`config.mk`:
```
export PLATFORM = sky130hd
export DESIGN_NAME = snake_cmd_scheduler_flat
export DESIGN_NICKNAME = d
export VERILOG_FILES = /design/src/rtl/snake_cmd_scheduler_if.sv /design/src/rtl/snake_cmd_scheduler.sv /design/src/flat_wrapper.sv
export SDC_FILE = /design/constraint.sdc
export NUM_CORES = 1
export LEC_CHECK = 0
export BUFFER_PORTS_ARGS = -buffer_cell sky130_fd_sc_hd__buf_4
export CORE_ASPECT_RATIO = 1.75
export CORE_MARGIN = 10
export CORE_UTILIZATION = 59
export CTS_CLUSTER_DIAMETER = 30
export DETAILED_ROUTE_END_ITERATION = 8
export GPL_TIMING_DRIVEN = 0
export PLACE_DENSITY = 0.83
export SLEW_MARGIN = 20
export SYNTH_ARGS = -nofsm -noshare
export SYNTH_HDL_FRONTEND = slang
export SYNTH_SLANG_ARGS = --single-unit
```
`constraint.sdc`:
```
create_clock -name clk -period 4.5 [get_ports clk]
set_input_delay 0.45 -clock clk [delete_from_list [all_inputs] [get_ports clk]]
set_output_delay 0.45 -clock clk [all_outputs]
set_load 0.005 [all_outputs]
```
`src/rtl/snake_cmd_scheduler_if.sv`:
```
// Bundle between the keyboard-event front end (master) and the command
// scheduler (slave): event pulses in, engine controls and status out.
interface snake_cmd_scheduler_if #(
  parameter int unsigned DEPTH  = 4,
  parameter int unsigned DROP_W = 8
);
  localparam int unsigned CNT_W = $clog2(DEPTH) + 1;

  logic [1:0]        dir;
  logic              dir_vld;
  logic              sp_evt;
  logic              rst_evt;
  logic              tick;
  logic              game_over;
  logic [1:0]        cur_dir;
  logic              step;
  logic              game_rst;
  logic [1:0]        state;
  logic [CNT_W-1:0]  fifo_cnt;
  logic [DROP_W-1:0] drop_cnt;

  modport master (
    output dir, dir_vld, sp_evt, rst_evt, tick, game_over,
    input  cur_dir, step, game_rst, state, fifo_cnt, drop_cnt
  );

  modport slave (
    input  dir, dir_vld, sp_evt, rst_evt, tick, game_over,
    output cur_dir, step, game_rst, state, fifo_cnt, drop_cnt
  );
endinterface

```
`src/rtl/snake_cmd_scheduler.sv`:
```
// Snake game-side scheduler: filters and queues direction requests, releases
// one per game tick as a step pulse, and runs the IDLE/RUN/PAUSE/OVER FSM.
module snake_cmd_scheduler #(
  parameter int unsigned DEPTH  = 4,
  parameter int unsigned DROP_W = 8
) (
  input  logic                  clk,
  input  logic                  rst_n,
  snake_cmd_scheduler_if.slave  bus
);
  localparam int unsigned PTR_W = (DEPTH > 1) ? $clog2(DEPTH) : 1;
  localparam int unsigned CNT_W = $clog2(DEPTH) + 1;
  localparam logic [CNT_W-1:0] FULL = CNT_W'(DEPTH);

  typedef enum logic [1:0] {
    ST_IDLE  = 2'b00,
    ST_RUN   = 2'b01,
    ST_PAUSE = 2'b10,
    ST_OVER  = 2'b11
  } state_t;

  state_t            r_state, w_state_nxt;
  logic [1:0]        r_mem [DEPTH];
  logic [PTR_W-1:0]  r_wr_ptr, r_rd_ptr;
  logic [CNT_W-1:0]  r_cnt;
  logic [1:0]        r_cur_dir, r_last_dir;
  logic              r_step, r_game_rst;
  logic [DROP_W-1:0] r_drop;

  logic       w_flush, w_step, w_pop, w_push_req, w_legal, w_room, w_push, w_drop;
  logic [1:0] w_opp_last;

  always_comb begin
    w_state_nxt = r_state;
    w_flush     = 1'b0;
    if (bus.rst_evt) begin
      w_state_nxt = ST_IDLE;
      w_flush     = 1'b1;
    end else begin
      unique case (r_state)
        ST_IDLE:  if (bus.sp_evt) w_state_nxt = ST_RUN;
        ST_RUN: begin
          if (bus.game_over)   w_state_nxt = ST_OVER;
          else if (bus.sp_evt) w_state_nxt = ST_PAUSE;
        end
        ST_PAUSE: if (bus.sp_evt) w_state_nxt = ST_RUN;
        ST_OVER: begin
          if (bus.sp_evt) begin
            w_state_nxt = ST_IDLE;
            w_flush     = 1'b1;
          end
        end
        default:  w_state_nxt = ST_IDLE;
      endcase
    end
  end

  // Reversal/redundancy check is against the last enqueued direction, not the
  // head; a pop in the same cycle frees a slot for a push into a full FIFO.
  always_comb begin
    w_opp_last = {r_last_dir[1], ~r_last_dir[0]};
    w_step     = !bus.rst_evt && (r_state == ST_RUN) && bus.tick && !bus.game_over;
    w_pop      = w_step && (r_cnt != '0);
    w_push_req = !bus.rst_evt && bus.dir_vld &&
                 ((r_state == ST_RUN) || (r_state == ST_PAUSE));
    w_legal    = (bus.dir != r_last_dir) && (bus.dir != w_opp_last);
    w_room     = (r_cnt != FULL) || w_pop;
    w_push     = w_push_req && w_legal && w_room;
    w_drop     = w_push_req && !w_push;
  end

  always_ff @(posedge clk or negedge rst_n) begin
    if (!rst_n) begin
      r_state    <= ST_IDLE;
      r_wr_ptr   <= '0;
      r_rd_ptr   <= '0;
      r_cnt      <= '0;
      r_cur_dir  <= '0;
      r_last_dir <= '0;
      r_step     <= 1'b0;
      r_game_rst <= 1'b0;
      r_drop     <= '0;
      for (int unsigned i = 0; i < DEPTH; i++) r_mem[i] <= '0;
    end else begin
      r_state    <= w_state_nxt;
      r_step     <= w_step;
      r_game_rst <= w_flush;
      if (w_drop && (r_drop != '1)) r_drop <= r_drop + DROP_W'(1);
      if (w_flush) begin
        r_wr_ptr   <= '0;
        r_rd_ptr   <= '0;
        r_cnt      <= '0;
        r_cur_dir  <= '0;
        r_last_dir <= '0;
      end else begin
        if (w_push) begin
          r_mem[r_wr_ptr] <= bus.dir;
          r_wr_ptr        <= r_wr_ptr + PTR_W'(1);
          r_last_dir      <= bus.dir;
        end
        if (w_pop) begin
          r_cur_dir <= r_mem[r_rd_ptr];
          r_rd_ptr  <= r_rd_ptr + PTR_W'(1);
        end
        if (w_push && !w_pop)      r_cnt <= r_cnt + CNT_W'(1);
        else if (w_pop && !w_push) r_cnt <= r_cnt - CNT_W'(1);
      end
    end
  end

  assign bus.cur_dir  = r_cur_dir;
  assign bus.step     = r_step;
  assign bus.game_rst = r_game_rst;
  assign bus.state    = r_state;
  assign bus.fifo_cnt = r_cnt;
  assign bus.drop_cnt = r_drop;
endmodule

```
`src/flat_wrapper.sv`:
```
// flat-port wrapper written by rule: the top's interface ports become plain ports
module snake_cmd_scheduler_flat 
#(
  parameter int unsigned DEPTH  = 4,
  parameter int unsigned DROP_W = 8
)
  (clk, rst_n, bus_dir, bus_dir_vld, bus_sp_evt, bus_rst_evt, bus_tick, bus_game_over, bus_cur_dir, bus_step, bus_game_rst, bus_state, bus_fifo_cnt, bus_drop_cnt);
  snake_cmd_scheduler_if #(.DEPTH(DEPTH), .DROP_W(DROP_W)) bus_i ();
  input  logic clk;
  input  logic rst_n;
  input wire logic [$bits(bus_i.dir)-1:0] bus_dir;
  input wire logic [$bits(bus_i.dir_vld)-1:0] bus_dir_vld;
  input wire logic [$bits(bus_i.sp_evt)-1:0] bus_sp_evt;
  input wire logic [$bits(bus_i.rst_evt)-1:0] bus_rst_evt;
  input wire logic [$bits(bus_i.tick)-1:0] bus_tick;
  input wire logic [$bits(bus_i.game_over)-1:0] bus_game_over;
  output wire logic [$bits(bus_i.cur_dir)-1:0] bus_cur_dir;
  output wire logic [$bits(bus_i.step)-1:0] bus_step;
  output wire logic [$bits(bus_i.game_rst)-1:0] bus_game_rst;
  output wire logic [$bits(bus_i.state)-1:0] bus_state;
  output wire logic [$bits(bus_i.fifo_cnt)-1:0] bus_fifo_cnt;
  output wire logic [$bits(bus_i.drop_cnt)-1:0] bus_drop_cnt;
  assign bus_i.dir = bus_dir;
  assign bus_i.dir_vld = bus_dir_vld;
  assign bus_i.sp_evt = bus_sp_evt;
  assign bus_i.rst_evt = bus_rst_evt;
  assign bus_i.tick = bus_tick;
  assign bus_i.game_over = bus_game_over;
  assign bus_cur_dir = bus_i.cur_dir;
  assign bus_step = bus_i.step;
  assign bus_game_rst = bus_i.game_rst;
  assign bus_state = bus_i.state;
  assign bus_fifo_cnt = bus_i.fifo_cnt;
  assign bus_drop_cnt = bus_i.drop_cnt;
  snake_cmd_scheduler #(.DEPTH(DEPTH), .DROP_W(DROP_W)) u_core (.clk(clk), .rst_n(rst_n), .bus(bus_i));
endmodule
```
==> results of run 1 <==
## power by group through the flow
stage	Combinational (mW)	Clock, mW	Sequential, mW
2_1_floorplan	0.136	0	0.348
5_1_grt	0.253	0.223	0.357
4_1_cts	0.225	0.213	0.351
3_5_place_dp	0.224	0	0.355
6_report	0.221	0.212	0.350
3_3_place_gp	0.211	0	0.351
## state kept, by name, summed over array words and instances, names as in the netlist
name	count
u_core.r_rd_ptr	2
u_core.bus.state	2
u_core.r_wr_ptr	2
u_core.r_mem	8
u_core.bus.game_rst	1
u_core.bus.cur_dir	2
u_core.bus.step	1
u_core.bus.drop_cnt	8
u_core.bus.fifo_cnt	3
u_core.r_last_dir	1
## final cells by class
class | count | area (µm²) | share of cell area
multi-input cells | 92 | 781 | 0.418
inverters | 8 | 30.0 | 0.0161
well taps | 26 | 32.5 | 0.0174
repair buffers | 25 | 188 | 0.100
plain buffers | 1 | 3.75 | 0.00201
clock buffers | 6 | 82.6 | 0.0442
flip-flops and latches | 30 | 751 | 0.402
## cell families after synthesis
family                   Yosys count  synth area share
AND/OR/NAND/NOR                   39             0.147
flip-flops                        30             0.480
multiplexers                      15             0.119
AO/OA/AOI/OAI                     13            0.0592
XOR/XNOR                          13            0.0727
adder cells (fa/ha/maj)           12             0.101
buffers and inverters              9            0.0216
## Yosys cell counts, drive strengths merged
cell     number
dfrtp        30
nor2         13
ha           11
xor2         10
mux2          9
inv           8
and3          5
a21oi         4
mux2i         4
nand2         4
nor3          4
o21ai         4
xnor2         3
mux4          2
nand3b        2
nor2b         2
nor3b         2
nor4          2
a211oi        1
and3b         1
clkbuf        1
fa            1
nand3         1
nand4         1
nand4bb       1
o211ai        1
o311ai        1
o31ai         1
o41ai         1
or3           1
## layer usage
metal / vias to the layer above / wire (µm) / global-route usage
met5: - / 0 / 0
met4: 0 / 72 / 0.0566
met3: 8 / 242 / 0.0623
met2: 28 / 1750 / 0.240
met1: 550 / 1170 / 0.124
li1: 517 / - / -
## critical path: stages, from the launching register on
cell,delay [ns]
dfrtp_1,0.41
inv_1,0.13
ha_1,0.24
nand4bb_4,0.16
inv_1,0.13
o31ai_1,0.18
ha_1,0.30
fa_1,0.38
xnor2_1,0.14
or3_1,0.31
a21oi_1,0.15
## final timing paths
kind                                                    start                                  to  cells after the start
max                           u_core.bus.state[1]$_DFFE_PN0P_  u_core.bus.fifo_cnt[2]$_DFFE_PN0P_                     10
min                                                     rst_n  u_core.bus.fifo_cnt[1]$_DFFE_PN0P_                      1
max reg2reg                   u_core.bus.state[1]$_DFFE_PN0P_  u_core.bus.fifo_cnt[2]$_DFFE_PN0P_                     10
min reg2reg                u_core.bus.drop_cnt[7]$_DFFE_PN0P_  u_core.bus.drop_cnt[7]$_DFFE_PN0P_                      1
max in group asynchronous                               rst_n  u_core.bus.drop_cnt[1]$_DFFE_PN0P_                      1
min in group clk                                   bus_dir[0]         u_core.r_mem[0]$_DFFE_PN0P_                      2
## metrics by stage
| stage | hold WS, ns | power, mW | cells | area [µm²] |
|---|---|---|---|---|
| final | 0.0876 | 0.783 | 188 | 1870 |
| after CTS | 0.0954 | 0.789 | 188 | 1870 |
| after global routing | 0.102 | 0.833 | 188 | 1870 |
| after floorplan | 0.154 | 0.484 | 131 | 1570 |
| after detailed placement | 0.396 | 0.579 | 182 | 1790 |
| after global placement | 0.394 | 0.562 | 182 | 1790 |
## cell usage in the layout (no fill, tap or decap), drive strengths merged
cell     instances
dfrtp           30
buf             25
nor2            13
ha              11
xor2            10
mux2             9
inv              8
clkbuf           7
and3             5
a21oi            4
o21ai            4
mux2i            4
nand2            4
nor3             4
xnor2            3
nand3b           2
mux4             2
nor4             2
nor2b            2
nor3b            2
nand4bb          1
o31ai            1
a211oi           1
nand3            1
nand4            1
and3b            1
o41ai            1
o311ai           1
o211ai           1
or3              1
fa               1
==> impl_metrics.py, run 1 <==
metrics = {
    "clocking": {
        "cts_made_buffers": 5,
        "cts_htree_levels": 2,
        "cts_tree": "yes",
        "cts.clk_slew.worst_paths_ns": 0.06,
        "post_cts_buffers": 0,
        "ctsHoldBuffers": 0,
        "root_buffer": "clkbuf_8",
        "cts_resized": 0,
        "clock_latency_ns": 0.28,
        "cts_max_path_buffers": 2,
        "cts.sinks": 30,
    },
    "finish": {
        "final_core_util": 0.741,
        "drive_gt1_frac": 0.284,
        "antenna_cells": 0,
        "synthToLayoutAreaGrowth_pct": 19.3,
        "final_nets": 184,
        "fill_cells": 189,
    },
    "route": {
        "drtIter0Drc": 13,
        "num_vias": 1103,
        "drc": 0,
        "wire_per_inst_um": 17.2,
        "drtAntennaViolNets": 0,
        "firstDrtPassIters": 4,
        "drt_wl_total_um": 3240,
        "vias_per_cell": 5.87,
    },
    "die": {
        "die_y_um": 88.1,
        "die-area_um2": 5190,
        "coreArea_um2": 2520,
        "start_util": 0.621,
        "ioPinCount": 26,
        "rows": 24,
        "die_w_um": 58.9,
    },
    "sta": {
        "max_freq_mhz": 384,
        "setup_viol": 0,
        "rsz0062_at_grt": "no",
        "skew_ns": 0.00821,
        "finalCritPeriodShare": 0.579,
        "setup_slack_ns": 1.90,
        "min_period_ns": 2.60,
        "hold_viol": 0,
        "slew_headroom": 0.515,
        "fin_setup_tns_ns": 0,
        "tightest_slew_ns": 0.721,
        "slew_violations": 0,
    },
    "setup_path": {
        "crit_arrival_ns": 2.80,
        "worstSetupStartpointType": "register",
        "critPathRequiredTime_ns": 4.70,
        "worst_setup_path_end_kind": "register",
        "path_class": "reg -> reg",
        "worstPathMaxFanout": 4,
        "reg2reg_slack_ns": 1.90,
    },
    "synthesis": {
        "synth_top_area_share": 0.480,
        "synth_seq_cells": 30,
        "syn-cell-area_um2": 1570,
        "yosysUniqueCellTypes": 31,
        "synth_area_leaders": "dfrtp_1 (48%), ha_1 (8.8%), mux2_2 (6.5%)",
        "ys_seq_area_frac": 0.480,
        "synth.avg_cell_area_um2": 11.9,
        "synth_top_area_cell": "dfrtp_1",
        "yosys_warnings": 0,
        "synth_nets": 152,
        "synthCells": 131,
    },
    "power_and_ir_drop": {
        "swShare": 0.309,
        "pwr-share-clk": 0.270,
        "p_leak_nw": 0.955,
        "p_int_uw": 542,
        "p_per_area_nw_per_um2": 419,
        "seq_power_share": 0.447,
        "ir_drop_mv": 0.282,
        "comb_power_share": 0.282,
        "switching_power_uw": 242,
    },
    "grt": {
        "grt_antenna_before_repair": 0,
        "grt_start_max_net_pins": 31,
        "grt_pass1_vias": 1156,
        "groute.usage.overall": 0.134,
        "grt_pass1_wl_um": 5370,
        "grt_remaining_overflow": 0,
    },
    "job": {
        "cap_viol_max_count": 0,
    },
    "outcome": {
        "status": "finished clean",
    },
    "placement": {
        "dp_slack_ns": 1.93,
        "gp_congestion": 0.808,
        "dpl.hpwl_um": 2470,
        "portBuffers": 25,
    },
    "min_path": {
        "hp-class": "in -> async",
    },
}
No activity file was read; power rests on OpenSTA's default activity.
==> inputs of run 2 (changes only) <==
CORE_UTILIZATION = 50   (was 59)
PLACE_DENSITY = 0.75   (was 0.83)
clock period = 2.2 ns   (was 4.5 ns; I/O delays follow)
==> impl_metrics.py, run 2 (synthesis results as in run 1) <==
metrics = {
    "clocking": {
        "clock_latency_ns": 0.28,
        "root_buffer": "clkbuf_8",
        "cts_htree_levels": 2,
        "cts_max_path_buffers": 2,
        "cts_tree": "yes",
        "cts.sinks": 30,
        "cts_made_buffers": 5,
        "cts.clk_slew.worst_paths_ns": 0.06,
    },
    "finish": {
        "final_nets": 194,
        "drive_gt1_frac": 0.379,
        "antenna_cells": 0,
        "layout_common_cells": "buf_4 (32), dfrtp_1 (29), nor2_1 (13)",
        "fin_cells": 216,
        "synthToLayoutAreaGrowth_pct": 30.5,
        "final_common_cell": "buf_4",
    },
    "sta": {
        "max_freq_mhz": 451,
        "tightest_slew_ns": 0.634,
        "min_period_ns": 2.22,
        "slew_headroom": 0.572,
        "rsz0062_at_grt": "yes",
        "slew_violations": 0,
        "setup_slack_ns": -0.0183,
        "setup_viol": 2,
        "hold_viol": 0,
        "finalCritPeriodShare": 1.01,
        "fin_setup_tns_ns": -0.0349,
        "skew_ns": 0.00637,
    },
    "grt": {
        "groute.usage.overall": 0.132,
        "grt_start_max_net_pins": 31,
        "grt_pass1_wl_um": 6130,
        "grt_antenna_before_repair": 0,
        "grt_pass1_vias": 1333,
        "grt_remaining_overflow": 0,
    },
    "setup_path": {
        "crit_arrival_ns": 2.43,
        "path_class": "reg -> reg",
        "worst_setup_path_end_kind": "register",
        "worstSetupStartpointType": "register",
        "critPathRequiredTime_ns": 2.42,
        "worstPathMaxFanout": 3,
    },
    "route": {
        "drtAntennaViolNets": 0,
        "vias_per_cell": 5.35,
        "firstDrtPassIters": 6,
        "drt_wl_total_um": 3470,
        "num_vias": 1155,
        "wire_per_inst_um": 16.1,
        "drc": 0,
        "drtIter0Drc": 9,
    },
    "outcome": {
        "status": "complete, but fails checks",
        "violations": "setup timing",
    },
    "power_and_ir_drop": {
        "finalPower_mw": 1.75,
        "ir_drop_mv": 0.651,
        "p_leak_nw": 1.01,
        "p_per_area_nw_per_um2": 859,
    },
    "die": {
        "coreArea_um2": 2960,
        "rows": 26,
        "die_y_um": 94.0,
        "ioPinCount": 26,
        "start_util": 0.529,
        "die-area_um2": 5860,
        "die_w_um": 62.3,
    },
    "placement": {
        "portBuffers": 25,
        "dpl.hpwl_um": 2530,
        "placedCellCount": 198,
        "gp_congestion": 0.773,
        "dp_slack_ns": -0.184,
    },
    "min_path": {
        "hp-class": "in -> reg",
    },
    "job": {
        "cap_viol_max_count": 0,
    },
}
-- run 2: cell count changes in the layout (fill, tap and decap cells not counted), moves of 2 or more --
cell | before | now
inv_2 | 0 | 2
inv_1 | 8 | 5
ha_4 | 0 | 2
buf_4 | 25 | 32
ha_1 | 11 | 8
-- run 2: through the flow --
step	util	hold WS, ns	cell area, µm²
floorplan	-	-0.0756	1590
global placement	0.617	0.164	1830
detailed placement	0.617	0.167	1830
CTS	0.675	0.188	2000
global route	0.690	0.201	2040
finish	0.690	0.196	2040
-- run 2: timing repair --
item / CTS / global route
pin swaps: 7 / 2
hold endpoints to repair: 30 / 0
gates cloned: 0 / 0
buffers inserted: 6 / 3
endpoints found under the setup margin: 2 / 2
hold buffers: 1 / 0
gates resized for setup: 5 / 2
-- run 2: path summary, 6_finish.rpt --
| kind | start | to | slack, ns | depth (start not counted) |
|---|---|---|---|---|
| worst min register to register | u_core.r_mem[3]$_DFFE_PN0P_ | u_core.r_mem[3]$_DFFE_PN0P_ | 0.51 | 1 |
| worst min-delay path | bus_dir[0] | u_core.r_mem[4]$_DFFE_PN0P_ | 0.20 | 2 |
| min in group asynchronous | rst_n | u_core.bus.step$_DFF_PN0_ | 0.40 | 2 |
| worst max-delay path | u_core.bus.state[1]$_DFFE_PN0P_ | u_core.bus.fifo_cnt[1]$_DFFE_PN0P_ | -0.02 | 10 |
| max in group asynchronous | rst_n | u_core.bus.state[0]$_DFFE_PN0P_ | 1.50 | 2 |
| worst max register to register | u_core.bus.state[1]$_DFFE_PN0P_ | u_core.bus.fifo_cnt[1]$_DFFE_PN0P_ | -0.02 | 10 |
-- run 2: worst max-delay path, stage by stage (launching register included) --
cell      delay [ns]
dfrtp_1         0.36
inv_2           0.08
buf_12          0.13
ha_4            0.25
nand3b_1        0.13
a211oi_4        0.27
ha_2            0.24
fa_2            0.44
nor2_1          0.11
a21oi_1         0.05
nor2_1          0.11
-- run 2: area by class of cell --
type | count | area [µm²]
timing repair buffer | 35 | 282
tap | 42 | 52.6
inverter | 8 | 32.5
fill | 224 | 918
clock buffer | 7 | 86.3
multi-input combinational | 92 | 828
clock inverter | 1 | 5.00
buffer | 1 | 3.75
sequential | 30 | 752
-- run 2: per-layer routing --
metal | part of all wire | wire length [µm] | GRT usage | vias to the layer above
met2 | 0.56 | 1940 | 0.245 | 30
li1 | - | - | - | 538
met1 | 0.38 | 1320 | 0.127 | 580
met5 | 0 | 0 | 0 | -
met3 | 0.038 | 133 | 0.0394 | 7
met4 | 0.022 | 78 | 0.0712 | 0
-- run 2: power breakdown --
part / switching (mW) / internal (mW)
combinational: 0.259 / 0.322
sequential: 0.0908 / 0.634
clock: 0.196 / 0.252
